[src/rtl/core_pkg.sv]
// Shared RV32I core definitions used by the fetch stage and its neighbours.
// Holds the canonical NOP, the default reset PC and the IF/ID register layout.
package core_pkg;

  localparam int unsigned XLEN = 32;

  // ADDI x0,x0,0; doubles as the bubble instruction in the pipeline.
  localparam logic [XLEN-1:0] NOP_INSTR = 32'h0000_0013;

  localparam logic [XLEN-1:0] DEFAULT_RESET_PC = 32'h0000_0000;

  typedef struct packed {
    logic [XLEN-1:0] instr;
    logic [XLEN-1:0] pc;
    logic [XLEN-1:0] pc_plus4;
    logic            valid;
  } if_id_t;

  localparam if_id_t IF_ID_BUBBLE = '{
    instr:    NOP_INSTR,
    pc:       '0,
    pc_plus4: '0,
    valid:    1'b0
  };

endpackage

[src/rtl/fetch_stage_if.sv]
// Fetch-stage bundle: hazard/execute controls, instruction memory bus and IF/ID outputs.
// The fetch stage uses the master view; the surrounding core (or a bench) uses slave.
interface fetch_stage_if #(
  parameter int unsigned DATA_WIDTH    = 32,
  parameter int unsigned ADDRESS_WIDTH = 16
);

  logic                     stall_f;
  logic                     stall_d;
  logic                     flush_d;
  logic                     pc_src_e;
  logic [DATA_WIDTH-1:0]    pc_target_e;

  logic [ADDRESS_WIDTH-1:0] imem_addr;
  logic [DATA_WIDTH-1:0]    imem_rdata;

  logic [DATA_WIDTH-1:0]    instr_d;
  logic [DATA_WIDTH-1:0]    pc_d;
  logic [DATA_WIDTH-1:0]    pc_plus4_d;
  logic                     valid_d;

  modport master (
    input  stall_f,
    input  stall_d,
    input  flush_d,
    input  pc_src_e,
    input  pc_target_e,
    input  imem_rdata,
    output imem_addr,
    output instr_d,
    output pc_d,
    output pc_plus4_d,
    output valid_d
  );

  modport slave (
    output stall_f,
    output stall_d,
    output flush_d,
    output pc_src_e,
    output pc_target_e,
    output imem_rdata,
    input  imem_addr,
    input  instr_d,
    input  pc_d,
    input  pc_plus4_d,
    input  valid_d
  );

endinterface

[src/rtl/pc_reg.sv]
// Program counter with async reset and redirect > stall > increment next-state mux.
// The +4 adder wraps silently at the top of the address space.
module pc_reg #(
  parameter int unsigned           DATA_WIDTH = 32,
  parameter logic [DATA_WIDTH-1:0] RESET_PC   = '0
) (
  input  logic                  clk,
  input  logic                  rst,
  input  logic                  stall_f,
  input  logic                  pc_src_e,
  input  logic [DATA_WIDTH-1:0] pc_target_e,
  output logic [DATA_WIDTH-1:0] pc_f,
  output logic [DATA_WIDTH-1:0] pc_plus4_f
);

  logic [DATA_WIDTH-1:0] pc_q;
  logic [DATA_WIDTH-1:0] pc_next;
  logic [DATA_WIDTH-1:0] target_aligned;

  assign pc_plus4_f     = pc_q + DATA_WIDTH'(4);
  assign target_aligned = {pc_target_e[DATA_WIDTH-1:2], 2'b00};

  // Redirect beats stall so a resolved branch is never dropped.
  always_comb begin
    pc_next = pc_plus4_f;
    if (pc_src_e) begin
      pc_next = target_aligned;
    end else if (stall_f) begin
      pc_next = pc_q;
    end
  end

  always_ff @(posedge clk or posedge rst) begin
    if (rst) begin
      pc_q <= RESET_PC;
    end else begin
      pc_q <= pc_next;
    end
  end

  assign pc_f = pc_q;

endmodule

[src/rtl/fetch_stage.sv]
// RV32I instruction-fetch stage: PC register, imem address drive and IF/ID register.
// Flush beats stall on IF/ID; redirect does not imply flush, the hazard unit asserts it.
module fetch_stage
  import core_pkg::*;
#(
  parameter int unsigned           DATA_WIDTH    = 32,
  parameter int unsigned           ADDRESS_WIDTH = 16,
  parameter logic [DATA_WIDTH-1:0] RESET_PC      = DEFAULT_RESET_PC
) (
  input  logic          clk,
  input  logic          rst,
  fetch_stage_if.master bus
);

  logic [DATA_WIDTH-1:0] pc_f;
  logic [DATA_WIDTH-1:0] pc_plus4_f;

  if_id_t if_id_q;
  if_id_t if_id_next;

  pc_reg #(
    .DATA_WIDTH (DATA_WIDTH),
    .RESET_PC   (RESET_PC)
  ) u_pc_reg (
    .clk         (clk),
    .rst         (rst),
    .stall_f     (bus.stall_f),
    .pc_src_e    (bus.pc_src_e),
    .pc_target_e (bus.pc_target_e),
    .pc_f        (pc_f),
    .pc_plus4_f  (pc_plus4_f)
  );

  // Memory ignores the upper PC bits, so PCs differing only above the bus width alias.
  assign bus.imem_addr = pc_f[ADDRESS_WIDTH-1:0];

  always_comb begin
    if_id_next = if_id_q;
    if (bus.flush_d) begin
      if_id_next = IF_ID_BUBBLE;
    end else if (!bus.stall_d) begin
      if_id_next = '{
        instr:    bus.imem_rdata,
        pc:       pc_f,
        pc_plus4: pc_plus4_f,
        valid:    1'b1
      };
    end
  end

  always_ff @(posedge clk or posedge rst) begin
    if (rst) begin
      if_id_q <= IF_ID_BUBBLE;
    end else begin
      if_id_q <= if_id_next;
    end
  end

  assign bus.instr_d    = if_id_q.instr;
  assign bus.pc_d       = if_id_q.pc;
  assign bus.pc_plus4_d = if_id_q.pc_plus4;
  assign bus.valid_d    = if_id_q.valid;

endmodule

[src/flat_wrapper.sv]
// flat-port wrapper written by rule: the top's interface ports become plain ports
module fetch_stage_flat import core_pkg::*;
#(
  parameter int unsigned           DATA_WIDTH    = 32,
  parameter int unsigned           ADDRESS_WIDTH = 16,
  parameter logic [DATA_WIDTH-1:0] RESET_PC      = DEFAULT_RESET_PC
)
  (clk, rst, bus_stall_f, bus_stall_d, bus_flush_d, bus_pc_src_e, bus_pc_target_e, bus_imem_rdata, bus_imem_addr, bus_instr_d, bus_pc_d, bus_pc_plus4_d, bus_valid_d);
  fetch_stage_if #(.DATA_WIDTH(DATA_WIDTH), .ADDRESS_WIDTH(ADDRESS_WIDTH)) bus_i ();
  input  logic clk;
  input  logic rst;
  input wire logic [$bits(bus_i.stall_f)-1:0] bus_stall_f;
  input wire logic [$bits(bus_i.stall_d)-1:0] bus_stall_d;
  input wire logic [$bits(bus_i.flush_d)-1:0] bus_flush_d;
  input wire logic [$bits(bus_i.pc_src_e)-1:0] bus_pc_src_e;
  input wire logic [$bits(bus_i.pc_target_e)-1:0] bus_pc_target_e;
  input wire logic [$bits(bus_i.imem_rdata)-1:0] bus_imem_rdata;
  output wire logic [$bits(bus_i.imem_addr)-1:0] bus_imem_addr;
  output wire logic [$bits(bus_i.instr_d)-1:0] bus_instr_d;
  output wire logic [$bits(bus_i.pc_d)-1:0] bus_pc_d;
  output wire logic [$bits(bus_i.pc_plus4_d)-1:0] bus_pc_plus4_d;
  output wire logic [$bits(bus_i.valid_d)-1:0] bus_valid_d;
  assign bus_i.stall_f = bus_stall_f;
  assign bus_i.stall_d = bus_stall_d;
  assign bus_i.flush_d = bus_flush_d;
  assign bus_i.pc_src_e = bus_pc_src_e;
  assign bus_i.pc_target_e = bus_pc_target_e;
  assign bus_i.imem_rdata = bus_imem_rdata;
  assign bus_imem_addr = bus_i.imem_addr;
  assign bus_instr_d = bus_i.instr_d;
  assign bus_pc_d = bus_i.pc_d;
  assign bus_pc_plus4_d = bus_i.pc_plus4_d;
  assign bus_valid_d = bus_i.valid_d;
  fetch_stage #(.DATA_WIDTH(DATA_WIDTH), .ADDRESS_WIDTH(ADDRESS_WIDTH), .RESET_PC(RESET_PC)) u_core (.clk(clk), .rst(rst), .bus(bus_i));
endmodule
[config.mk]
export PLATFORM = sky130hd
export DESIGN_NAME = fetch_stage_flat
export DESIGN_NICKNAME = d
export VERILOG_FILES = /design/src/rtl/core_pkg.sv /design/src/rtl/fetch_stage_if.sv /design/src/rtl/pc_reg.sv /design/src/rtl/fetch_stage.sv /design/src/flat_wrapper.sv
export SDC_FILE = /design/constraint.sdc
export NUM_CORES = 1
export LEC_CHECK = 0
export ABC_AREA = 1
export BUFFER_PORTS_ARGS = -buffer_cell sky130_fd_sc_hd__clkbuf_2
export CAP_MARGIN = 25
export CELL_PAD_IN_SITES_DETAIL_PLACEMENT = 0
export CELL_PAD_IN_SITES_GLOBAL_PLACEMENT = 2
export CORE_MARGIN = 2
export CORE_UTILIZATION = 32
export CTS_CLUSTER_DIAMETER = 200
export DETAILED_ROUTE_END_ITERATION = 6
export HOLD_SLACK_MARGIN = 0.05
export PLACE_DENSITY = 0.95
export SLEW_MARGIN = 40
export SYNTH_ARGS = -nofsm -noshare
export SYNTH_HDL_FRONTEND = slang
export SYNTH_SLANG_ARGS = --single-unit
[constraint.sdc]
create_clock -name clk -period 7.9 [get_ports clk]
set_input_delay 1.975 -clock clk [delete_from_list [all_inputs] [get_ports clk]]
set_output_delay 1.975 -clock clk [all_outputs]
set_load 0.01 [all_outputs]
## Word level (Yosys, flattened, before mapping)

Index checks and enable logic that the tools add are counted.

- Memory bits (writable): 0
- ROM bits: 0
- Memories kept: 0
- Register bits after elaboration: 129
- Bits in latches: 0
- Output and inout port bits: 113

- Multiplexer cells: 4
- Div/mod/pow operators: 0
- Equality and inequality tests: 2
- Shifts and indexed selects: 0
- Reduce and logical (&&, ||, !) cells: 0
- $mul: 0
- Add/sub/neg operators: 1
- Bitwise logic cells: 0
- $lt $le $gt $ge: 0

Operators with widths:

| cell | count |
|---|---|
| $mux 97 | 2 |
| $mux 32 | 2 |
| $add 32x3->32 const B | 1 |
| $ne 2x1->1 const B | 2 |

## Longest topological paths before layout

Gate-level depths: netlist (run 1).

- Depth in word-level cells: 3
- Mapped depth: 10
- Mapped depth without buffers: 10

## Hierarchy

Synthesis (run 1) repeated with hierarchy kept, for this count alone.

- Cell total of the unflattened synthesis: 795
- Area total of the unflattened synthesis: 6277.3 sq um

By module, submodules not included:

| module | area each (sq um) | cells an instance | instances |
|---|---|---|---|
| fetch_stage | 3852.4 | 428 | 1 |
| pc_reg | 2424.8 | 367 | 1 |

## Least setup slack after synthesis (run 1)

OpenSTA, ideal clock, no wires.

- Path type: input -> register
- From: input port bus_pc_src_e
- To: register u_core.u_pc_reg.pc_q[6] (netlist: u_core.u_pc_reg.pc_f[6])
- Arrival time: 2.647 ns
- Library setup time: 0.131 ns
- Required time: 7.769 ns
- Stages: 7
- Slack: 5.121 ns
- Path through: inv_1 -> nand2_1 -> clkbuf_1 -> buf_2 -> inv_1 -> nand2_1 -> o211ai_1

- Longest elaborated chain between the ends: 1
- Elaborated cells between the ends (all ways): 2
- Classes of those cells: eq/ne: 1; mux: 1

RTL lines:

| item | line | RTL |
|---|---|---|
| from (decl) | flat_wrapper.sv:15 | `input wire logic [$bits(bus_i.pc_src_e)-1:0] bus_pc_src_e;` |
| $ne 2x1->1 (no line) / $mux 32 (equally long branches) | n/a |  |
| to (signal assigned) | pc_reg.sv:37 | `pc_q <= pc_next;` |
| to (decl) | pc_reg.sv:16 | `logic [DATA_WIDTH-1:0] pc_q;` |

Several ways; a longest one is shown, not always the timed one.
A chain may end at the register's enable or synchronous reset.

## Final worst setup path (run 1)

- From: input port bus_pc_src_e
- To: register u_core.u_pc_reg.pc_q[28] (netlist: u_core.u_pc_reg.pc_f[28])

The elaborated chain is that of the path after synthesis.

==> results of run 1 <==
## worst paths after layout
path / endpoint / slack (ns) / depth (start not counted)
max in group asynchronous: u_core.bus.pc_plus4_d[19]$_DFFE_PP0P_ / 5.06 / 3
worst min register to register: u_core.bus.pc_plus4_d[24]$_DFFE_PP0P_ / 0.47 / 2
worst max-delay path: u_core.u_pc_reg.pc_f[28]$_DFFE_PP0N_ / 4.71 / 7
worst max register to register: u_core.bus.pc_plus4_d[26]$_DFFE_PP0P_ / 6.13 / 10
min in group asynchronous: u_core.bus.pc_d[22]$_DFFE_PP0P_ / 1.67 / 2
worst min-delay path: u_core.bus.pc_plus4_d[24]$_DFFE_PP0P_ / 0.47 / 2
## Yosys cell counts
library cell / number
nand2_4: 2
o21bai_1: 3
buf_4: 19
nand2_1: 235
a22o_1: 32
o21ai_0: 59
dfstp_2: 3
conb_1: 1
nand2_2: 4
o211ai_1: 3
nand3_1: 29
o221ai_1: 2
xor2_2: 2
o22a_1: 3
nor2_2: 2
nor2_4: 12
buf_2: 10
nor2_1: 30
xor2_1: 11
ha_1: 1
and2_1: 2
xnor2_1: 2
dfrtp_1: 121
clkbuf_1: 16
inv_1: 65
## cells by family (layout without fill, tap and decap cells)
kind of cell,count (synthesis),count (layout),share of synthesized area [%]
AOI/OAI and AO/OA,102,102,11.5
xor gates and xnor gates,15,15,2.53
adders and majority gates,1,1,0.217
buffers and inverters,110,282,8.60
DFF,124,124,53.8
other,1,2,0.0649
and+or+nand+nor,316,316,23.3
## per-stage QoR
step | instance area (um2) | hold WS [ns]
5_1_grt | 7440 | 0.500
3_5_place_dp | 6790 | 0.467
2_1_floorplan | 5780 | 0.511
6_report | 7440 | 0.475
4_1_cts | 7440 | 0.482
3_3_place_gp | 6760 | 0.465
## worst reg2reg max path: cells and delay by family (launching register included)
family,cells,cell delay (ns)
adder cells (fa/ha/maj),1,0.23
flip-flops,1,0.47
AND/OR/NAND/NOR,9,0.96
## state kept, by name, summed over array words and instances, names as in the netlist
| name | cells |
|---|---|
| u_core.bus.pc_d | 30 |
| u_core.bus.instr_d | 32 |
| u_core.u_pc_reg.pc_f | 30 |
| u_core.bus.pc_plus4_d | 31 |
| u_core.bus.valid_d | 1 |
## final cells by class
cell class	instances	area [um2]
clock buffer	22	484
sequential	124	3110
clock inverter	10	161
inverter	65	249
timing repair buffer	185	963
tap	229	287
fill	1758	10400
multi-input combinational	436	2190
## where the power goes
| part | leakage, nW | internal [mW] | switching, mW |
|---|---|---|---|
| combinational | 2.01 | 0.0793 | 0.133 |
| clock | 0.308 | 0.561 | 0.288 |
| sequential | 1.62 | 0.683 | 0.0416 |
## layer usage
layer,routed length [um],global-route usage (%),vias to the layer above,part of all wire [%]
met5,0,0,-,0
met4,245,6.12,0,1.5
met2,7490,26.9,118,46
met1,7970,25.1,2291,49
met3,712,4.02,16,4.3
li1,-,-,2422,-
==> metrics.md, run 1 <==
| Metric | Value |
|---|---|
| Area Growth Syn to Fin | 28.7% |
| Cell taking the most area after synthesis | dfrtp_1 |
| Initial DRC count | 277 |
| Slowest cell on crit path | buf_2 |
| Top delay family on crit path | buffers and inverters |
| Top cells by area, synth | dfrtp_1, nand2_1, o21ai_0 |
| Clock sink total | 124 |
| Syn. warnings | 0 |
| Hpwl dp | 11,500 um |
| Final period util | 40.4% |
| Commonest non-fill, non-tap cell in the layout | nand2_1 |
| Clock Latency Late Sink | 0.42 ns |
| CTS max path bufs | 2 |
| Syn_area_per_cell | 8.64 um2 |
| Sequential share of the synthesized area | 53.8% |
| Post-DRT Antenna Nets | 0 |
| Setup Fix Bufs, Post-CTS | 0 |
| Final wirelength | 16,400 um |
| RSZ-0062 raised after global routing | no |
| Core area | 17,800 um2 |
| Starting Density | 32.4% |
| Max IR drop VDD | 0.143 mV |
| Via count | 4,847 |
| H-tree levels | 4 |
| Die area | 19,100 um2 |
| Post-CTS Hold Fix Bufs | 0 |
| Setup WS post-layout | 4.71 ns |
| Commonest non-fill, non-tap cells in the layout | nand2_1, clkbuf_2, dfrtp_1 |
| Vias per Instance | 4.53 |
| Synthesis-stage register bit count | 124 |
| Dpl ws | 4.16 ns |
| Status | finished clean |
| Crit end category | flip-flop |
| Layout cells sized above 1 | 28.9% |
| Clk_skew | 0.0104 ns |
| Initial antenna violation count | 0 |
| Fin nets | 900 |
| All-Layer GR Usage | 17.7% |
| Yosys cell types | 25 |
| Pwr per Cell Area | 240 nW/um2 |
| # resized after CTS | 0 |
| Cell Count, Final, Fillers Out | 1,071 |
| Leak | 3.93 nW |
| Worst r2r src | u_core.u_pc_reg.pc_f[3]$_DFFE_PP0N_ |
| Clock-pin slew of the registers on the worst-case setup and hold paths | 0.05 ns |
| DRC | 0 |
| Crit path launch | bus_pc_src_e |
| Cell count after synthesis | 669 |
| Total gr overflow | 0 |
| Final Max Tran Viols | 0 |
| Cell chain of the critical path | buf_2 > inv_1 > nand2_1 > buf_4 > o21ai_0 > inv_1 > nand2_1 |
| Pin count of the biggest net entering global routing | 74 |
| Fin Setup TNS | 0 ns |
| Final Critical Period | 3.19 ns |
| Crit path DAT | 3.50 ns |
| Ant. Diodes | 0 |
| Post-placement cell count | 1,039 |
| Crit path kind | in2reg |
| Synth top area share | 52.4% |
| Max_cap viols | 0 |
| Total Power | 1.79 mW |
| Number of port buffers | 178 |
| Die boundary height | 138 um |
| Crit path largest cell delay | 0.55 ns |
| Gpl congestion | 0.773 |
| CP startpoint kind | input pin |
| Min-Delay Path Class | reg2reg |
| Die Wd | 138 um |
| Post-synthesis cell area | 5780 um2 |
| Worst-path maximum fanout | 32 |
| Cell Rows | 49 |
| Worst slew margin | 53.1% |
| Ports | 183 |
| Slew of the pin with the lowest slew margin | 0.704 ns |
| Final Setup Violations | 0 |
| First-pass GRT wire length | 26,600 um |
| WL/cell | 15.3 um |
| Vias in the first global route | 4,788 |
| TritonRoute pass-1 iters | 5 |
| CTS tree | yes |
| Fmax | 313 MHz |
| Critical path required time | 8.21 ns |
| CP bufs+invs | 4 |
| CTS buffer count | 17 |
| Root Buffer Master | clkbuf_16 |
| Final Core Density | 41.7% |
| Hold Violations, Final | 0 |
| Hold_sp | u_core.bus.pc_plus4_d[24]$_DFFE_PP0P_ |
Power figures use the tool's default switching activity.
==> inputs of run 2 (changes only) <==
- ABC_AREA: 1 -> 0
- CORE_UTILIZATION: 32 -> 28
- PLACE_DENSITY: 0.95 -> 0.84
- clock period: 7.9 -> 2.8 ns (I/O delays scaled with it)
==> run 2 against run 1 <==
- clock skew grew 0.0015 ns
- flip-flop and latch count is the same
- register-to-register slack lost 5.6 ns
- routed wire length grew 1.3%
- critical path type is now reg2reg
- critical endpoint is now u_core.bus.pc_plus4_d[26]$_DFFE_PP0P_
- highest routed layer unchanged
==> metrics.md, run 2 <==
| Metric | Value |
|---|---|
| Crit end category | flip-flop |
| Sw Ratio | 26.5% |
| Syn_area_per_cell | 10.2 um2 |
| Clock power frac | 45.2% |
| Clock-pin slew of the registers on the worst-case setup and hold paths | 0.06 ns |
| Top cells by area, synth | dfrtp_1, mux2i_1, nor2_1 |
| Pwr per Cell Area | 635 nW/um2 |
| CP startpoint kind | flip-flop |
| Max IR drop VDD | 0.400 mV |
| Ys async rst share | 100% |
| Min-Delay Path Class | in2async |
| Top_reg_cell synth | dfrtp_1 |
| Setup Fix Bufs, Post-CTS | 0 |
| Crit path DAT | 2.58 ns |
| Total gr overflow | 0 |
| H-tree levels | 4 |
| Final Critical Period | 2.25 ns |
| Slew of the pin with the lowest slew margin | 0.562 ns |
| Clock sink total | 124 |
| Die boundary height | 152 um |
| Number of port buffers | 178 |
| Fin nets | 816 |
| Root Buffer Master | clkbuf_16 |
| Critical path required time | 3.12 ns |
| Initial antenna violation count | 0 |
| Post-synthesis cell area | 6100 um2 |
| Core area | 21,600 um2 |
| Max_cap viols | 0 |
| Commonest non-fill, non-tap cell in the layout | clkbuf_2 |
| CTS buffer count | 17 |
| Clock Latency Late Sink | 0.42 ns |
| Syn. warnings | 0 |
| Placed standard-cell area | 7150 um2 |
| Final Setup Violations | 0 |
| Crit path largest cell delay | 0.59 ns |
| Synth top area share | 49.6% |
| Worst slew margin | 62.2% |
| Synth top cells by count | dfrtp_1, nor2_1, mux2i_1 |
| Slowest cell on crit path | nor4_4 |
| Cell chain of the critical path | ha_1 > nand3_2 > nor4_4 > nand4_1 > xor2_1 > a211oi_1 |
| TritonRoute pass-1 iters | 6 |
| WL/cell | 16.0 um |
| Initial DRC count | 171 |
| Gpl congestion | 0.729 |
| Pin count of the biggest net entering global routing | 89 |
| Area Growth Syn to Fin | 27.0% |
| Sequential share of the synthesized area | 50.9% |
| First-pass GRT wire length | 25,900 um |
| Die area | 23,000 um2 |
| Synthesis-stage register bit count | 124 |
| Vias per Instance | 4.48 |
| Post-DRT Antenna Nets | 0 |
| Yosys cell types | 44 |
| Crit path kind | reg2reg |
| Layout fillers | 2,273 |
| Ports | 183 |
| Fin Setup TNS | 0 ns |
| Net Switching | 1.30 mW |
| RSZ-0062 raised after global routing | no |
| Top-count cell post-synth | dfrtp_1 |
| Cell taking the most area after synthesis | dfrtp_1 |
| Hpwl dp | 11,600 um |
| Gate power share | 12.9% |
| Starting Density | 28.2% |
| DRC | 0 |
| Die Wd | 152 um |
| Final wirelength | 16,600 um |
| P_int | 3.62 mW |
| Status | finished clean |
| Vias in the first global route | 4,517 |
| Seq pwr share | 41.9% |
| All-Layer GR Usage | 15.0% |
| Post-CTS Hold Fix Bufs | 0 |
| Final period util | 80.5% |
| CTS tree | yes |
| Via count | 4,652 |
| Hold Violations, Final | 0 |
| Commonest non-fill, non-tap cells in the layout | clkbuf_2, dfrtp_1, nor2_1 |
| CTS max path bufs | 2 |
| Clk_skew | 0.0119 ns |
| Post-synth EDFFs | 0 |
| # resized after CTS | 0 |
| Layout cells sized above 1 | 32.2% |
| Cell count after synthesis | 598 |
| Ant. Diodes | 0 |
| Largest register FFs | 32 |
| Final Max Tran Viols | 0 |
| Leak | 3.76 nW |
| Final Cell Area | 7750 um2 |
| Cell Rows | 54 |
| Worst-path maximum fanout | 7 |
| Fmax | 444 MHz |
run 2: changes by cell type after synthesis, moves of 24 or more:
cell	delta
nand2_1	-179
inv_1	-58
o21ai_0	-32
mux2i_1	+61
a22o_1	-32
xnor2_1	+24
nor2_1	+65
run 2: worst max-delay path, delay by kind of cell, from the launching register on:
kind / cells / cell delay, ns
xor+xnor: 1 / 0.19
fa+ha+maj: 1 / 0.31
flops: 1 / 0.50
simple gates: 3 / 0.95
compound gates: 1 / 0.22
run 2: per-stage QoR:
stage / hold slack (ns) / total power [mW] / util (%) / setup slack (ns) / cells
final: 0.395 / 4.92 / 35.8 / 0.546 / 1038
after global routing: 0.458 / 5.16 / 35.8 / 0.286 / 1038
after CTS: 0.435 / 5.00 / 35.8 / 0.500 / 1038
after detailed placement: 0.507 / 2.74 / 33.1 / 0.508 / 1006
after global placement: 0.495 / 2.73 / 33.1 / 0.517 / 1006
after floorplan: 0.519 / 2.49 / - / 0.577 / 599
run 2: metal layers:
layer | GRT usage (%) | share of wire, %
met5 | 0 | 0
met4 | 3.75 | 0.76
met3 | 5.00 | 7.5
met2 | 23.6 | 45
met1 | 20.0 | 47
run 2: path summary, 6_finish.rpt:
path	from	end	slack, ns	cells past startpoint
hold / removal	rst	u_core.u_pc_reg.pc_f[5]$_DFFE_PP0N_	0.39	3
max in group asynchronous	rst	u_core.bus.pc_d[27]$_DFFE_PP0P_	1.95	3
hold reg to reg	u_core.bus.pc_d[2]$_DFFE_PP0P_	u_core.bus.pc_d[2]$_DFFE_PP0P_	0.51	2
setup / recovery	u_core.u_pc_reg.pc_f[2]$_DFFE_PP0N_	u_core.bus.pc_plus4_d[26]$_DFFE_PP0P_	0.55	6
min in group clk	bus_pc_target_e[9]	u_core.u_pc_reg.pc_f[9]$_DFFE_PP0N_	0.49	3
setup reg to reg	u_core.u_pc_reg.pc_f[2]$_DFFE_PP0N_	u_core.bus.pc_plus4_d[26]$_DFFE_PP0P_	0.55	6
run 2: cell families after synthesis:
kind of cell	share of synthesized area (%)
adders and majority gates	0.205
AOI/OAI and AO/OA	6.26
xor gates and xnor gates	8.18
other	0.0615
buffers and inverters	5.97
DFF	50.9
muxes	10.0
and+or+nand+nor	18.4
run 2: cell type report:
type | count | area (um2) | share of cell area, %
inverters | 7 | 30.0 | 0.388
multi-input cells | 404 | 2630 | 34.0
well taps | 280 | 350 | 4.52
clock buffers | 26 | 509 | 6.57
repair buffers | 191 | 1030 | 13.3
clock inverters | 6 | 87.6 | 1.13
flip-flops and latches | 124 | 3110 | 40.1
run 2: power groups by stage:
stage          sequential [mW]  combinational (mW)  clock, mW
2_1_floorplan             2.08               0.413          0
3_3_place_gp              2.09               0.641          0
3_5_place_dp              2.10               0.646          0
4_1_cts                   2.06               0.649       2.29
5_1_grt                   2.09               0.712       2.36
6_report                  2.06               0.633       2.23
==> inputs of run 3 (changes only) <==
- clock period: 2.8 -> 1.9 ns (I/O delays scaled with it)
==> run 3 against run 2 <==
- combinational power increased by 77%
- die area unchanged
- sequential share of layout area decreased by 2.0 points
- largest power group unchanged
- highest routed layer unchanged
==> metrics.md, run 3 (synthesis gave the netlist of run 2 again) <==
| Metric | Value |
|---|---|
| Hpwl dp | 12,400 um |
| Fmax | 541 MHz |
| Ant. Diodes | 0 |
| H-tree levels | 4 |
| TritonRoute pass-1 iters | 4 |
| Final Setup Violations | 0 |
| Area Growth Syn to Fin | 33.9% |
| Vias in the first global route | 4,671 |
| Dpl ws | -0.0365 ns |
| Cell Count, Final, Fillers Out | 1,077 |
| Clock Latency Late Sink | 0.41 ns |
| RSZ-0062 raised after global routing | yes |
| Final Critical Period | 1.85 ns |
| Clk_skew | 0.00693 ns |
| CP startpoint kind | flip-flop |
| Pin count of the biggest net entering global routing | 69 |
| Placed standard-cell area | 7510 um2 |
| Final Core Density | 37.8% |
| Final Max Tran Viols | 0 |
| Initial antenna violation count | 0 |
| CTS max path bufs | 2 |
| Max IR drop VDD | 0.547 mV |
| Largest register FFs | 32 |
| Vias per Instance | 4.53 |
| WL/cell | 16.2 um |
| DRC | 0 |
| Cell Rows | 54 |
| Hold_sp | bus_pc_target_e[20] |
| Via count | 4,875 |
| Clock sink total | 124 |
| Leak | 3.99 nW |
| Ports | 183 |
| Die boundary height | 152 um |
| Critical path required time | 2.21 ns |
| Layout fillers | 2,192 |
| Commonest non-fill, non-tap cell in the layout | clkbuf_2 |
| Worst Hold Path EP | u_core.u_pc_reg.pc_f[20]$_DFFE_PP0N_ |
| Crit path kind | reg2reg |
| Total gr overflow | 0 |
| Final wirelength | 17,400 um |
| Hold Path Depth | 3 |
| Worst-path maximum fanout | 8 |
| Pwr per Cell Area | 876 nW/um2 |
| R2R depth | 8 |
| First-pass GRT wire length | 26,800 um |
| CTS buffer count | 17 |
| Die Wd | 152 um |
| Gpl congestion | 0.750 |
| Post-placement cell count | 1,042 |
| Hold Violations, Final | 0 |
| Commonest non-fill, non-tap cells in the layout | clkbuf_2, dfrtp_1, nor2_1 |
| Starting Density | 28.2% |
| Layout cells sized above 1 | 36.5% |
| Fin nets | 856 |
| Worst r2r src | u_core.u_pc_reg.pc_f[3]$_DFFE_PP0N_ |
| Crit path DAT | 2.16 ns |
| Clock-pin slew of the registers on the worst-case setup and hold paths | 0.06 ns |
| Min-Delay Path Class | in2reg |
| Die area | 23,000 um2 |
| R2R Path End | u_core.bus.pc_plus4_d[31]$_DFFE_PP0P_ |
| Initial DRC count | 230 |
| Status | finished clean |
| Max_cap viols | 0 |
| Crit end category | flip-flop |
| R2R Setup Slk | 0.05 ns |
| Hold slack | 0.273 ns |
| All-Layer GR Usage | 15.5% |
| Root Buffer Master | clkbuf_16 |
| Final period util | 97.2% |
| Setup WS post-layout | 0.0529 ns |
| Post-DRT Antenna Nets | 0 |
| Fin Setup TNS | 0 ns |
| Final Cell Area | 8170 um2 |
| Core area | 21,600 um2 |
| Number of port buffers | 178 |
| Total Power | 7.16 mW |
| CTS tree | yes |
run 3: cell count changes in the layout (fill, tap and decap cells not counted), sizes merged:
| cell | before | now |
|---|---|---|
| buf | 15 | 54 |
| bufinv | 2 | 1 |
| clkbuf | 202 | 200 |
| clkinv | 1 | 5 |
| clkinvlp | 4 | 3 |
| dlygate4sd3 | 0 | 1 |
| inv | 6 | 5 |
run 3: area by class of cell:
cell class / instances / area, um2 / area share [%]
clock buffers: 24 / 482 / 5.90
well taps: 280 / 350 / 4.29
inverters: 7 / 30.0 / 0.368
repair buffers: 231 / 1430 / 17.5
flip-flops and latches: 124 / 3110 / 38.1
clock inverters: 7 / 65.1 / 0.796
multi-input cells: 404 / 2710 / 33.1
run 3: how the worst max path moves through the flow:
stage                                   startpoint                                    end  slack (ns)  cells past startpoint
2_1_floorplan                                  rst     u_core.bus.instr_d[10]$_DFFE_PP0P_        -0.1                      1
3_3_place_gp                           bus_stall_f   u_core.u_pc_reg.pc_f[29]$_DFFE_PP0N_       0.005                      6
3_5_place_dp                           bus_stall_f   u_core.u_pc_reg.pc_f[26]$_DFFE_PP0N_       -0.04                      7
4_1_cts        u_core.u_pc_reg.pc_f[2]$_DFFE_PP0N_   u_core.u_pc_reg.pc_f[26]$_DFFE_PP0N_        0.01                      8
5_1_grt        u_core.u_pc_reg.pc_f[3]$_DFFE_PP0N_  u_core.bus.pc_plus4_d[31]$_DFFE_PP0P_       -0.04                      8
6_report       u_core.u_pc_reg.pc_f[3]$_DFFE_PP0N_  u_core.bus.pc_plus4_d[31]$_DFFE_PP0P_        0.05                      8
run 3: worst max-delay path, cell delays in order (launching register included):
cell	delay (ns)
dfrtp_1	0.40
buf_4	0.15
nand4_1	0.11
buf_6	0.16
nor4_4	0.28
buf_6	0.19
and3b_1	0.18
xnor2_1	0.07
a211oi_1	0.21
run 3: per-layer routing:
| metal | GRT usage (%) | wire (um) |
|---|---|---|
| met5 | 0 | 0 |
| met3 | 4.22 | 1320 |
| met4 | 4.44 | 210 |
| met1 | 21.7 | 8270 |
| met2 | 23.3 | 7600 |
run 3: repair_timing:
item / in CTS / in global routing
setup buffers: 0 / 3
endpoints found under the hold margin: 3 / 0
setup endpoints to repair: 0 / 18
resized for setup: 0 / 20
hold buffers: 1 / 0
run 3: report_power, final:
group	leakage, nW	internal (mW)	total (mW)	switching [mW]
Clock	0.266	1.89	3.05	1.16
Combinational	2.12	0.499	1.12	0.618
Sequential	1.60	2.84	2.99	0.159
